### src/rtl/cordic_pkg.sv
// Shared constants and types for the CORDIC trig front end and iteration core.
package cordic_pkg;

    localparam int unsigned FP_EXP_BIAS  = 127;
    localparam int unsigned FP_MANT_BITS = 23;
    localparam int unsigned CORDIC_WIDTH = 32;
    localparam int unsigned CORDIC_FRAC  = 30;

    localparam logic [CORDIC_WIDTH-1:0] FIX_MAX = {1'b0, {(CORDIC_WIDTH-1){1'b1}}};
    localparam logic [CORDIC_WIDTH-1:0] FIX_MIN = {1'b1, {(CORDIC_WIDTH-1){1'b0}}};

    typedef struct packed {
        logic        sign;
        logic [7:0]  exp;
        logic [22:0] frac;
    } fp32_t;

endpackage

### src/rtl/f2x_shifter.sv
// Combinational bidirectional barrel shifter: 24-bit significand to WIDTH-bit
// magnitude; right shifts also report the first dropped bit (guard) and sticky.
module f2x_shifter #(
    parameter int unsigned WIDTH = 32
) (
    input  logic [23:0]       m,
    input  logic signed [9:0] sh,
    output logic [WIDTH-1:0]  mag,
    output logic              guard,
    output logic              sticky
);

    logic [9:0]  r_amt;
    logic [48:0] r_wide;

    always_comb begin
        mag    = '0;
        guard  = 1'b0;
        sticky = 1'b0;
        r_amt  = '0;
        r_wide = '0;
        if (!sh[9]) begin
            mag = WIDTH'(m) << sh[8:0];
        end else begin
            // 25 spare bits below the significand capture guard and sticky
            r_amt  = 10'(-sh);
            r_wide = {m, 25'b0} >> r_amt;
            mag    = WIDTH'(r_wide[48:25]);
            guard  = r_wide[24];
            sticky = |r_wide[23:0];
        end
    end

endmodule

### src/rtl/float_to_fixed.sv
// IEEE-754 single to signed Q(WIDTH-FRAC_BITS).FRAC_BITS, 3-stage pipeline with
// ovf/inv/unf flags. Define F2X_ROUND_NEAREST_EN for round-half-away rounding.
module float_to_fixed
    import cordic_pkg::*;
#(
    parameter int unsigned WIDTH     = CORDIC_WIDTH,
    parameter int unsigned FRAC_BITS = CORDIC_FRAC
) (
    input  logic             clk,
    input  logic             reset,
    input  logic             clk_en,
    input  logic             in_valid,
    input  logic [31:0]      in_float,
    output logic             out_valid,
    output logic [WIDTH-1:0] out_fixed,
    output logic             out_ovf,
    output logic             out_inv,
    output logic             out_unf
);

    localparam int unsigned SHIFT_BIAS = FP_EXP_BIAS + FP_MANT_BITS - FRAC_BITS;
    localparam int unsigned OVF_EXP    = FP_EXP_BIAS + WIDTH - 1 - FRAC_BITS;
    localparam logic [WIDTH-1:0] SAT_POS = (WIDTH == CORDIC_WIDTH) ? WIDTH'(FIX_MAX)
                                                                   : {1'b0, {(WIDTH-1){1'b1}}};
    localparam logic [WIDTH-1:0] SAT_NEG = (WIDTH == CORDIC_WIDTH) ? WIDTH'(FIX_MIN)
                                                                   : {1'b1, {(WIDTH-1){1'b0}}};

    fp32_t fp;

    logic             s1_valid_q, s1_valid_d, s1_sign_q, s1_sign_d;
    logic [7:0]       s1_exp_q, s1_exp_d;
    logic [23:0]      s1_mant_q, s1_mant_d;
    logic             s1_zero_q, s1_zero_d, s1_denorm_q, s1_denorm_d;
    logic             s1_nan_q, s1_nan_d, s1_inf_q, s1_inf_d;

    logic             s2_valid_q, s2_valid_d, s2_sign_q, s2_sign_d;
    logic [WIDTH-1:0] s2_mag_q, s2_mag_d;
    logic             s2_ovf_q, s2_ovf_d, s2_inv_q, s2_inv_d;
    logic             s2_nan_q, s2_nan_d, s2_unf_q, s2_unf_d;

    logic             s3_valid_q, s3_valid_d;
    logic [WIDTH-1:0] s3_fixed_q, s3_fixed_d;
    logic             s3_ovf_q, s3_ovf_d, s3_inv_q, s3_inv_d, s3_unf_q, s3_unf_d;

    logic signed [9:0] sh;
    logic [WIDTH-1:0]  sh_mag, mag_fin;
    logic              guard, sticky, rnd_ovf;

    assign fp = in_float;
    assign sh = $signed({2'b00, s1_exp_q}) - $signed(10'(SHIFT_BIAS));

    f2x_shifter #(.WIDTH(WIDTH)) u_shifter (
        .m      (s1_mant_q),
        .sh     (sh),
        .mag    (sh_mag),
        .guard  (guard),
        .sticky (sticky)
    );

`ifdef F2X_ROUND_NEAREST_EN
    logic [WIDTH:0] rnd_sum;
    logic           unused_sticky;
    assign unused_sticky = sticky;
    assign rnd_sum = {1'b0, sh_mag} + (WIDTH+1)'(guard);
    assign mag_fin = rnd_sum[WIDTH-1:0];
    assign rnd_ovf = rnd_sum[WIDTH] | rnd_sum[WIDTH-1];
`else
    logic unused_gs;
    assign unused_gs = guard ^ sticky;
    assign mag_fin = sh_mag;
    assign rnd_ovf = 1'b0;
`endif

    always_comb begin
        s1_valid_d = s1_valid_q;  s1_sign_d = s1_sign_q;  s1_exp_d = s1_exp_q;
        s1_mant_d  = s1_mant_q;   s1_zero_d = s1_zero_q;  s1_denorm_d = s1_denorm_q;
        s1_nan_d   = s1_nan_q;    s1_inf_d  = s1_inf_q;
        s2_valid_d = s2_valid_q;  s2_sign_d = s2_sign_q;  s2_mag_d = s2_mag_q;
        s2_ovf_d   = s2_ovf_q;    s2_inv_d  = s2_inv_q;   s2_nan_d = s2_nan_q;
        s2_unf_d   = s2_unf_q;
        s3_valid_d = s3_valid_q;  s3_fixed_d = s3_fixed_q;
        s3_ovf_d   = s3_ovf_q;    s3_inv_d   = s3_inv_q;  s3_unf_d = s3_unf_q;
        if (clk_en) begin
            s1_valid_d  = in_valid;
            s1_sign_d   = fp.sign;
            s1_exp_d    = fp.exp;
            s1_mant_d   = {|fp.exp, fp.frac};
            s1_zero_d   = (fp.exp == '0) && (fp.frac == '0);
            s1_denorm_d = (fp.exp == '0) && (fp.frac != '0);
            s1_nan_d    = (fp.exp == '1) && (fp.frac != '0);
            s1_inf_d    = (fp.exp == '1) && (fp.frac == '0);

            s2_valid_d = s1_valid_q;
            s2_sign_d  = s1_sign_q;
            s2_mag_d   = mag_fin;
            s2_nan_d   = s1_nan_q;
            s2_inv_d   = s1_nan_q | s1_inf_q;
            s2_ovf_d   = !s2_inv_d && ((s1_exp_q >= 8'(OVF_EXP)) || rnd_ovf);
            s2_unf_d   = !s2_inv_d && !s2_ovf_d && !s1_zero_q
                         && (s1_denorm_q || (mag_fin == '0));

            s3_valid_d = s2_valid_q;
            s3_inv_d   = s2_inv_q;
            s3_ovf_d   = s2_ovf_q;
            s3_unf_d   = s2_unf_q;
            // NaN has no meaningful sign, so it always saturates positive
            if (s2_nan_q)
                s3_fixed_d = SAT_POS;
            else if (s2_inv_q || s2_ovf_q)
                s3_fixed_d = s2_sign_q ? SAT_NEG : SAT_POS;
            else if (s2_unf_q)
                s3_fixed_d = '0;
            else
                s3_fixed_d = s2_sign_q ? -s2_mag_q : s2_mag_q;
        end
    end

    always_ff @(posedge clk) begin
        if (reset) begin
            s1_valid_q <= 1'b0; s1_sign_q <= 1'b0; s1_exp_q <= '0; s1_mant_q <= '0;
            s1_zero_q <= 1'b0; s1_denorm_q <= 1'b0; s1_nan_q <= 1'b0; s1_inf_q <= 1'b0;
            s2_valid_q <= 1'b0; s2_sign_q <= 1'b0; s2_mag_q <= '0; s2_ovf_q <= 1'b0;
            s2_inv_q <= 1'b0; s2_nan_q <= 1'b0; s2_unf_q <= 1'b0;
            s3_valid_q <= 1'b0; s3_fixed_q <= '0; s3_ovf_q <= 1'b0;
            s3_inv_q <= 1'b0; s3_unf_q <= 1'b0;
        end else begin
            s1_valid_q <= s1_valid_d; s1_sign_q <= s1_sign_d; s1_exp_q <= s1_exp_d;
            s1_mant_q <= s1_mant_d; s1_zero_q <= s1_zero_d; s1_denorm_q <= s1_denorm_d;
            s1_nan_q <= s1_nan_d; s1_inf_q <= s1_inf_d;
            s2_valid_q <= s2_valid_d; s2_sign_q <= s2_sign_d; s2_mag_q <= s2_mag_d;
            s2_ovf_q <= s2_ovf_d; s2_inv_q <= s2_inv_d; s2_nan_q <= s2_nan_d;
            s2_unf_q <= s2_unf_d;
            s3_valid_q <= s3_valid_d; s3_fixed_q <= s3_fixed_d; s3_ovf_q <= s3_ovf_d;
            s3_inv_q <= s3_inv_d; s3_unf_q <= s3_unf_d;
        end
    end

    assign out_valid = s3_valid_q;
    assign out_fixed = s3_fixed_q;
    assign out_ovf   = s3_ovf_q;
    assign out_inv   = s3_inv_q;
    assign out_unf   = s3_unf_q;

endmodule
### config.mk
export PLATFORM = sky130hd
export DESIGN_NAME = float_to_fixed
export DESIGN_NICKNAME = d
export VERILOG_FILES = /design/src/rtl/cordic_pkg.sv /design/src/rtl/f2x_shifter.sv /design/src/rtl/float_to_fixed.sv
export SDC_FILE = /design/constraint.sdc
export NUM_CORES = 1
export LEC_CHECK = 0
export ABC_AREA = 1
export ABC_CLOCK_PERIOD_IN_PS = 3200
export BUFFER_PORTS_ARGS = -buffer_cell sky130_fd_sc_hd__buf_2
export CORE_UTILIZATION = 52
export DETAILED_ROUTE_END_ITERATION = 7
export MAX_ROUTING_LAYER = met4
export PLACE_DENSITY = 0.78
export SLEW_MARGIN = 30
export SYNTH_ARGS = -nofsm -noshare
export SYNTH_HDL_FRONTEND = slang
export SYNTH_SLANG_ARGS = --single-unit
### constraint.sdc
create_clock -name clk -period 3.2 [get_ports clk]
set_input_delay 0.32 -clock clk [delete_from_list [all_inputs] [get_ports clk]]
set_output_delay 0.32 -clock clk [all_outputs]
set_load 0.02 [all_outputs]
==> results_dict.tcl, run 1 <==
set metrics [dict create \
    clock_skew_ns 0.01042 \
    dp_slack_ns 0.006437 \
    antennaDiodeCount 0 \
    drive_above_1_share_pct 14.75 \
    synth_seq_cells 112 \
    r2r_start "s1_exp_q[3]" \
    maxCapViolCount 0 \
    ant_nets 0 \
    hold_path_class "in2reg" \
    clkTransAtPathRegs_ns 0.08 \
    hold_viol_final 0 \
    setup_ws_ns 0.2063 \
    setup_viol 0 \
    vias 9840 \
    hold_depth 3 \
    tns_ns 0 \
    yosys-top-cells-count "320 x nand2_1, 242 x nand3_1, 145 x o21ai_0" \
    ys_warn_count 0 \
    first_pass_iters 6 \
    synthToLayoutAreaGrowth_pct 11.03 \
    crit_type "reg2reg" \
    place_hpwl_mm 20.61 \
    synth_cells 1420 \
    yosysUniqueCellTypes 44 \
    vias_per_cell 5.878 \
    maxSlewHeadroom_pct 44.03 \
    synth_edf_count 0 \
    place_area_sq_um 8947 \
    grt_max_degree 95 \
    clock_path_buffers 2 \
    io_pins 72 \
    track_usage_pct 34.44 \
    power_density_nw_per_um2 433.3 \
    postLayoutCellArea_sq_um 9448 \
    rows 46 \
    nNetsFinal 1493 \
    synth_ff_type "dfxtp_1" \
    core_area_sq_um 15940 \
    finalMaxSlewViolations 0 \
    portBuffers 71 \
    cp-start-kind "flip-flop" \
    numCtsBuffers 9 \
    fin_crit_ns 2.994 \
    root_buffer "clkbuf_16" \
    synth_area_leader_cell "dfxtp_1" \
    fp.dieH_um 129.9 \
    cts_sinks 112 \
    hold_start "in_valid" \
    crit_path_frequent_cell "nand2_1" \
    synth_top_area_share_pct 26.35 \
    whs_ns 0.1820 \
    routed_wl_mm 27.68 \
    drt_iter0_drc 1160 \
    crit_required_ns 3.43 \
    syn_nets 1460 \
    fmax_mhz 334.0 \
    slowest_delay_ns 0.37 \
    ys_seq_area_share_pct 26.35 \
    worst_pin_slew_ns 0.8395 \
    gp_congestion 1.012 \
    antenna_found_initial 0 \
    netlist_area_sq_um 8509 \
    worstRegToRegCells 23 \
    insertion_delay_ns 0.36 \
    synth-async-reset-ratio_pct 0 \
    worstReg2RegEnd "s2_unf_q" \
    peakVddDrop_mv 0.3300 \
    cpLargestDelayFamily "simple AND/OR/NAND/NOR gates" \
    final_cells 1674 \
    arrival_ns 3.23 \
    path_buf_inv 1 \
    synth.area.top_cells "dfxtp_1 26%, nand3_1 14%, nand2_1 14%" \
    start_util_pct 53.37 \
    crit_path_end_kind "flip-flop" \
    r2r_slack_ns 0.21 \
    die-area_sq_um 16880 \
    route.detailed.wl_per_inst_um 16.53 \
    fin_crit_sh_pct 93.55 \
    dp_cells 1649 \
    hold_buffers 0 \
    critPathMaxFanout 10 \
    leakagePower_nw 4.438 \
    cts_max_level 3 \
    drc 0 \
    n_fill_cell 1638 \
    rsz0062_at_grt "true" \
    path_cells "ha_1 -> inv_2 -> nand3_2 -> nor2_2 -> nand3_2 -> nand2_4 -> nand2_8 -> nor2_1 -> nand2_1 -> nand3_1 -> nand3_1 -> nand3_1 -> nand2_1 -> nand2_1 -> nand2_1 -> nand2_1 -> nor2_1 -> nand2_1 -> nor2_1 -> nand2_1 -> nand2_1 -> nand2_1 -> a21oi_2" \
    die_w_um 129.9 \
    grt_pass1_wl_mm 43.97 \
    hold-path-endpoint "s1_valid_q" \
    status "finished clean" \
    synth.most_common_cell "nand2_1" \
    syn_area_per_cell_sq_um 5.993 \
    cts_tree "built" \
    crit_slowest_cell "dfxtp_4" \
    grt_pass1_vias 8620 \
    gr-total-overflow 0 \
]
-- layer usage --
metal	vias to the layer above	global-route usage, %	part of all wire (%)
met3	69	5.084	7.7
met5	-	-	0
met4	0	12.52	3.1
met1	4494	46.86	45
met2	429	51.59	44
li1	4848	-	-
-- registers in the layout, indices dropped and copies added, names as in the netlist, 8 cells and up --
signal / flops
out_fixed: 32
s1_exp_q: 8
s1_mant_q: 24
s2_mag_q: 32
-- tightest hold or removal path: stages --
cell and delay [ns]:
buf_2 0.07, nor2_1 0.03, nor2_1 0.08
-- where the power goes --
| group | internal, W | switching [W] | total, W |
|---|---|---|---|
| combinational | 0.000443 | 0.000941 | 0.00138 |
| sequential | 0.00149 | 0.0000918 | 0.00158 |
| clock | 0.000547 | 0.000584 | 0.00113 |
| total | 0.00248 | 0.00162 | 0.00409 |
-- cells by family after synthesis --
kind of cell	after synthesis	synth area share [%]
and+or+nand+nor	763	42.45
AOI/OAI and AO/OA	311	18.92
buffers and inverters	227	11.29
DFF	112	26.35
adders and majority gates	4	0.5882
xor gates and xnor gates	3	0.3971
-- cells in the final DEF (no fill, tap or decap), types with 2 or more instances in the layout --
| master | instances |
|---|---|
| nand3_1 | 236 |
| ha_1 | 2 |
| nor2_2 | 4 |
| buf_2 | 71 |
| inv_1 | 122 |
| buf_4 | 39 |
| nor3_4 | 6 |
| nand2_1 | 318 |
| o21ai_1 | 15 |
| clkinv_2 | 2 |
| o211ai_1 | 8 |
| dfxtp_1 | 110 |
| and2_1 | 2 |
| nor4_1 | 4 |
| a21oi_1 | 130 |
| nand4_1 | 36 |
| nand2_4 | 5 |
| nand3_2 | 31 |
| a21oi_2 | 2 |
| nor2_1 | 92 |
| a31oi_1 | 3 |
| o21ai_0 | 143 |
| clkinv_1 | 3 |
| ha_2 | 2 |
| or2_2 | 2 |
| clkbuf_16 | 9 |
| nor2_4 | 3 |
| buf_12 | 2 |
| inv_6 | 3 |
| inv_2 | 10 |
| nor3_1 | 6 |
| o31ai_1 | 4 |
| nand3b_1 | 2 |
| nor3_2 | 2 |
| nand2_2 | 12 |
-- timing repair --
action | in CTS | in global routing
setup endpoints to repair | 1 | 4
gates cloned | 0 | 1
setup buffers | 0 | 8
pin swaps | 0 | 7
resized for setup | 1 | 35
-- worst max-delay path by stage --
stage | cells past startpoint | from | endpoint
6_report | 23 | s1_exp_q[3] | s2_unf_q
5_1_grt | 24 | s1_exp_q[5] | s2_unf_q
4_1_cts | 22 | s1_exp_q[3] | s2_unf_q
3_5_place_dp | 23 | s1_exp_q[3] | s2_unf_q
3_3_place_gp | 23 | s1_exp_q[3] | s2_unf_q
2_1_floorplan | 22 | s1_exp_q[0] | s2_unf_q
-- cell type report --
cell class	count	area [sq um]	area share [%]
clock buffers	9	225.2	2.384
clock inverters	7	63.81	0.6754
inverters	136	515.5	5.456
multi-input cells	1082	5438	57.56
flip-flops and latches	112	2247	23.78
well taps	216	270.3	2.861
repair buffers	112	688.2	7.284
-- per-stage QoR --
stage                     power [W]  util [%]
after floorplan            0.002565         -
after global placement     0.002919     56.12
after detailed placement   0.002922     56.12
after CTS                  0.004038     57.98
after global routing       0.004323     59.26
final                      0.004094     59.26
No activity file was read; power rests on OpenSTA's default activity.
==> run 2: changes to the inputs <==
--- a/config.mk
+++ b/config.mk
@@ -5,7 +5,6 @@
 export SDC_FILE = /design/constraint.sdc
 export NUM_CORES = 1
 export LEC_CHECK = 0
-export ABC_AREA = 1
 export ABC_CLOCK_PERIOD_IN_PS = 3200
 export BUFFER_PORTS_ARGS = -buffer_cell sky130_fd_sc_hd__buf_2
 export CORE_UTILIZATION = 52
==> run 2 against run 1 <==
Net effect:
- sequential share of layout area down 1.4 points
- register-to-register slack worse by 0.07 ns
- clock power up 12%
- non-clock buffer count up 70
- critical path depth down 13
- synthesized cell count down 26%
- cell count down 18%
- worst setup slack worse by 0.067 ns
- die area about the same
- hold slack better by 0.011 ns
- first-iteration DRC count down 34%
- critical endpoint unchanged
==> results_dict.tcl, run 2 <==
set metrics [dict create \
    status "finished clean" \
    worst_pin_slew_ns 0.8469 \
    io_pins 72 \
    drive_above_1_share_pct 23.85 \
    portBuffers 71 \
    rows 46 \
    synth_edf_count 0 \
    maxCapViolCount 0 \
    clock_path_buffers 2 \
    start_util_pct 53.41 \
    syn_nets 1094 \
    rsz0062_at_grt "false" \
    syn_area_per_cell_sq_um 8.078 \
    yosysUniqueCellTypes 79 \
    grt_max_degree 133 \
    synth.most_common_cell "nor2_1" \
    drt_iter0_drc 767 \
    route.detailed.wl_per_inst_um 20.02 \
    die_w_um 130.0 \
    gp_congestion 1.008 \
    vias 8586 \
    cts_sinks 112 \
    synth.area.top_cells "dfxtp_1 26%, mux2i_1 12%, nor2_1 7.8%" \
    cts_max_level 3 \
    numCtsBuffers 9 \
    grt_pass1_vias 7804 \
    yosys-top-cells-count "178 x nor2_1, 112 x dfxtp_1, 103 x mux2i_1, 103 x nand2_1, 59 x clkbuf_1" \
    netlist_area_sq_um 8514 \
    core_area_sq_um 15940 \
    synth_seq_cells 112 \
    antennaDiodeCount 0 \
    grt_pass1_wl_mm 43.22 \
    gr-total-overflow 0 \
    gr-usage-met2_pct 54.17 \
    clkTransAtPathRegs_ns 0.09 \
    synth_area_leader_cell "dfxtp_1" \
    maxSlewHeadroom_pct 43.54 \
    ant_nets 0 \
    first_pass_iters 6 \
    finalMaxSlewViolations 0 \
    vias_per_cell 6.253 \
    met3_usage_pct 5.658 \
    fmax_mhz 326.7 \
    place_hpwl_mm 20.82 \
    totalPowerFinal_w 0.004106 \
    ys_warn_count 0 \
    final_cell_mix "178 x nor2_1, 109 x dfxtp_1, 106 x buf_4" \
    hold_path_class "in2reg" \
    ys_seq_area_share_pct 26.33 \
    grtUsageMet1_pct 44.75 \
    cts_tree "built" \
    fin_crit_ns 3.061 \
    die-area_sq_um 16890 \
    clock_skew_ns 0.01729 \
    crit_required_ns 3.50 \
    peakVddDrop_mv 0.2865 \
    cp-start-kind "flip-flop" \
    root_buffer "clkbuf_16" \
    setup_viol 0 \
    synth_top_area_share_pct 26.33 \
    synthToLayoutAreaGrowth_pct 17.85 \
    synth_ff_type "dfxtp_1" \
    insertion_delay_ns 0.37 \
    whs_ns 0.1927 \
    leakagePower_nw 4.001 \
    fin_crit_sh_pct 95.64 \
    synth_cells 1054 \
    crit_type "reg2reg" \
    grt.busiest_layer "met2" \
    hold_viol_final 0 \
    layout_commonest_cell "nor2_1" \
    place_area_sq_um 9612 \
    hold_buffers 0 \
    nNetsFinal 1192 \
    drc 0 \
    power_density_nw_per_um2 409.1 \
    postLayoutCellArea_sq_um 10030 \
    track_usage_pct 34.56 \
    synth-async-reset-ratio_pct 0 \
    crit_path_end_kind "flip-flop" \
    critPathMaxFanout 7 \
    antenna_found_initial 0 \
    arrival_ns 3.36 \
    fp.dieH_um 130.0 \
    routed_wl_mm 27.48 \
]
run 2: cell count changes after synthesis, moves of 25 or more:
| cell | before | now |
|---|---|---|
| nand3_2 | 25 | 0 |
| nor3_1 | 7 | 52 |
| a21oi_1 | 131 | 57 |
| inv_1 | 124 | 12 |
| xnor2_1 | 1 | 31 |
| nor2_1 | 93 | 178 |
| a211oi_1 | 2 | 27 |
| nand3_1 | 242 | 20 |
| nand4_1 | 36 | 7 |
| mux2i_1 | 0 | 103 |
| o21ai_0 | 145 | 28 |
| nand2_1 | 320 | 103 |
run 2: routing by layer:
metal,vias to the layer above,wire length (um)
met5,-,0
met4,0,946
met3,66,2039
met2,389,12690
met1,4073,11810
li1,4058,-
run 2: where the power goes:
group	leakage, nW	switching (W)	internal, W
clock	0.160	0.000625	0.000641
sequential	0.923	0.0000933	0.00147
combinational	2.92	0.000738	0.000537
total	4.00	0.00146	0.00265
run 2: logic make-up after synthesis:
family          synth area share (%)
mux                            22.87
simple gates                   22.82
xor+xnor                       4.217
flops                          26.33
buf+inv                        5.907
compound gates                 17.27
fa+ha+maj                     0.5878
run 2: path summary, 6_finish.rpt:
check / startpoint / to / slack, ns / cells after the start
max: s1_exp_q[0] / s2_unf_q / 0.14 / 10
min: in_valid / s1_valid_q / 0.19 / 3
max reg2reg: s1_exp_q[0] / s2_unf_q / 0.14 / 10
min reg2reg: out_fixed[31] / out_fixed[31] / 0.47 / 2
run 2: final cells by class:
type	instances	area, sq um
clock buffer	9	225.2
clock inverter	7	107.6
fill	1443	5908
inverter	13	48.80
multi-input combinational	834	5864
sequential	112	2246
tap	216	270.3
timing repair buffer	182	1272
run 2: metrics by stage:
| stage | cells | utilization, % | worst slack, ns | setup TNS, ns |
|---|---|---|---|---|
| 6_report | 1373 | 62.94 | 0.1395 | 0 |
| 4_1_cts | 1368 | 62.40 | 0.02107 | 0 |
| 2_1_floorplan | 1054 | - | 0.006872 | 0 |
| 3_5_place_dp | 1352 | 60.29 | -0.03904 | -0.03904 |
| 5_1_grt | 1373 | 62.94 | 0.001516 | 0 |
| 3_3_place_gp | 1352 | 60.29 | -0.01784 | -0.01784 |
run 2: worst max-delay path, cell delays in order, from the launching register on:
cell,delay (ns)
dfxtp_2,0.37
buf_4,0.13
buf_4,0.16
mux4_2,0.55
a21oi_2,0.15
o21ai_1,0.10
a32o_2,0.32
a2111oi_4,0.28
nand4b_1,0.19
or4_1,0.52
o31ai_1,0.23
run 2: timing repair:
action                                  4_1_cts  5_1_grt
pin swaps                                     0        1
endpoints found under the setup margin        1        2
resized for setup                             1       20
buffers inserted                              0        5
==> run 3: changes to the inputs <==
--- a/config.mk
+++ b/config.mk
@@ -5,7 +5,7 @@
 export SDC_FILE = /design/constraint.sdc
 export NUM_CORES = 1
 export LEC_CHECK = 0
-export ABC_CLOCK_PERIOD_IN_PS = 3200
+export ABC_CLOCK_PERIOD_IN_PS = 3600
 export BUFFER_PORTS_ARGS = -buffer_cell sky130_fd_sc_hd__buf_2
 export CORE_UTILIZATION = 52
 export DETAILED_ROUTE_END_ITERATION = 7
==> constraint.sdc (replaced) <==
create_clock -name clk -period 3.6 [get_ports clk]
set_input_delay 0.36 -clock clk [delete_from_list [all_inputs] [get_ports clk]]
set_output_delay 0.36 -clock clk [all_outputs]
set_load 0.02 [all_outputs]
==> run 3 against run 2 <==
Net effect:
- hold slack gained 0.034 ns
- critical path depth is the same
- cell area shrank 5.3%
- sequential power shrank 9%
- non-clock buffer count shrank 56
- power shrank 14%
- combinational power shrank 20%
- largest cell class unchanged
==> results_dict.tcl, run 3 (synthesis results as in run 2) <==
set metrics [dict create \
    status "finished clean" \
    maxCapViolCount 0 \
    cts_resized 0 \
    power_density_nw_per_um2 369.7 \
    nNetsFinal 1136 \
    setup_viol 0 \
    gp_congestion 1.092 \
    tns_ns 0 \
    dp_cells 1301 \
    antenna_found_initial 0 \
    hold_depth 3 \
    vias_per_cell 6.336 \
    r2r_slack_ns 0.28 \
    gr-total-overflow 0 \
    worstReg2RegEnd "s2_unf_q" \
    hold-path-endpoint "s1_sign_q" \
    vias 8344 \
    fin_crit_ns 3.324 \
    cts_max_level 3 \
    synthToLayoutAreaGrowth_pct 11.65 \
    grt_pass1_vias 7647 \
    antennaDiodeCount 0 \
    drc 0 \
    numCtsBuffers 9 \
    crit_required_ns 3.89 \
    final_cells 1317 \
    finalMaxSlewViolations 0 \
    die-area_sq_um 16890 \
    cts_tree "built" \
    root_buffer "clkbuf_16" \
    start_util_pct 53.41 \
    worstRegToRegCells 10 \
    cts_sinks 112 \
    drive_above_1_share_pct 18.17 \
    place_hpwl_mm 19.36 \
    place_area_sq_um 9186 \
    maxSlewHeadroom_pct 43.74 \
    final_cell_mix "178 x nor2_1, 109 x dfxtp_1, 103 x nand2_1, 103 x mux2i_1, 69 x buf_2" \
    fin_crit_sh_pct 92.35 \
    first_pass_iters 6 \
    fp.dieH_um 130.0 \
    hold_start "in_float[31]" \
    cp-start-kind "flip-flop" \
    peakVddDrop_mv 0.2714 \
    routed_wl_mm 26.28 \
    clock_path_buffers 2 \
    whs_ns 0.2265 \
    hold_viol_final 0 \
    portBuffers 71 \
    layout_commonest_cell "nor2_1" \
    drt_iter0_drc 874 \
    track_usage_pct 32.91 \
    ant_nets 0 \
    core_area_sq_um 15940 \
    critPathMaxFanout 40 \
    route.detailed.wl_per_inst_um 19.96 \
    hold_buffers 0 \
    clock_skew_ns 0.01093 \
    hold_path_class "in2reg" \
    fmax_mhz 300.8 \
    leakagePower_nw 3.727 \
    postLayoutCellArea_sq_um 9507 \
    worst_pin_slew_ns 0.8439 \
    insertion_delay_ns 0.37 \
    rsz0062_at_grt "false" \
    grt_max_degree 100 \
    r2r_start "s1_exp_q[1]" \
    crit_path_end_kind "flip-flop" \
    final_core_util_pct 59.63 \
    crit_type "reg2reg" \
    die_w_um 130.0 \
    rows 46 \
    grt_pass1_wl_mm 41.54 \
    postCtsSetupRepairBufs 0 \
    clkTransAtPathRegs_ns 0.09 \
    io_pins 72 \
    arrival_ns 3.61 \
]
-- run 3: cell count changes in the layout (fill, tap and decap cells not counted), moves of 3 or more --
cell     delta
buf_4      -55
inv_6       +3
mux2i_1     +4
mux2i_2     -4
mux4_1      +3
mux4_2      -3
-- run 3: through the flow --
step | setup slack (ns) | power, W
final | 0.2755 | 0.003515
after floorplan | 0.09140 | 0.002115
after CTS | 0.3254 | 0.003506
after global routing | 0.07269 | 0.003674
after detailed placement | 0.3405 | 0.002433
after global placement | 0.3252 | 0.002434
-- run 3: worst max path at each step --
stage                startpoint       end  slack, ns  cells past startpoint
floorplan           s1_exp_q[0]  s2_unf_q       0.09                     15
global placement    s1_exp_q[1]  s2_unf_q       0.33                     10
detailed placement  s1_exp_q[1]  s2_unf_q       0.34                     10
CTS                 s1_exp_q[1]  s2_unf_q       0.33                     10
global route        s1_exp_q[1]  s2_unf_q       0.07                     12
finish              s1_exp_q[1]  s2_unf_q       0.28                     10
-- run 3: where the power goes --
group	internal, W	switching [W]
Sequential	0.00131	0.000109
Combinational	0.000413	0.000602
Clock	0.000513	0.000570
Total	0.00223	0.00128
-- run 3: layout make-up --
type,count,area (sq um)
fill,1473,6436
multi-input combinational,834,5786
sequential,112,2246
timing repair buffer,126,839.6
tap,216,270.3
clock buffer,9,225.2
clock inverter,7,91.34
inverter,13,48.80
-- run 3: worst max-delay path, stage by stage (launching register included) --
cell and delay (ns):
dfxtp_1 0.39, buf_12 0.25, mux4_1 0.64, mux2i_1 0.36, nor2_1 0.07, a21oi_1 0.29
a21oi_1 0.12, nor3_1 0.21, nand4b_1 0.16, or4_1 0.52, o31ai_1 0.23
-- run 3: per-layer routing --
layer | global-route usage, % | share of wire (%)
met1 | 42.50 | 43
met2 | 50.68 | 45
met3 | 5.166 | 8.1
met4 | 14.98 | 4.7
met5 | - | 0
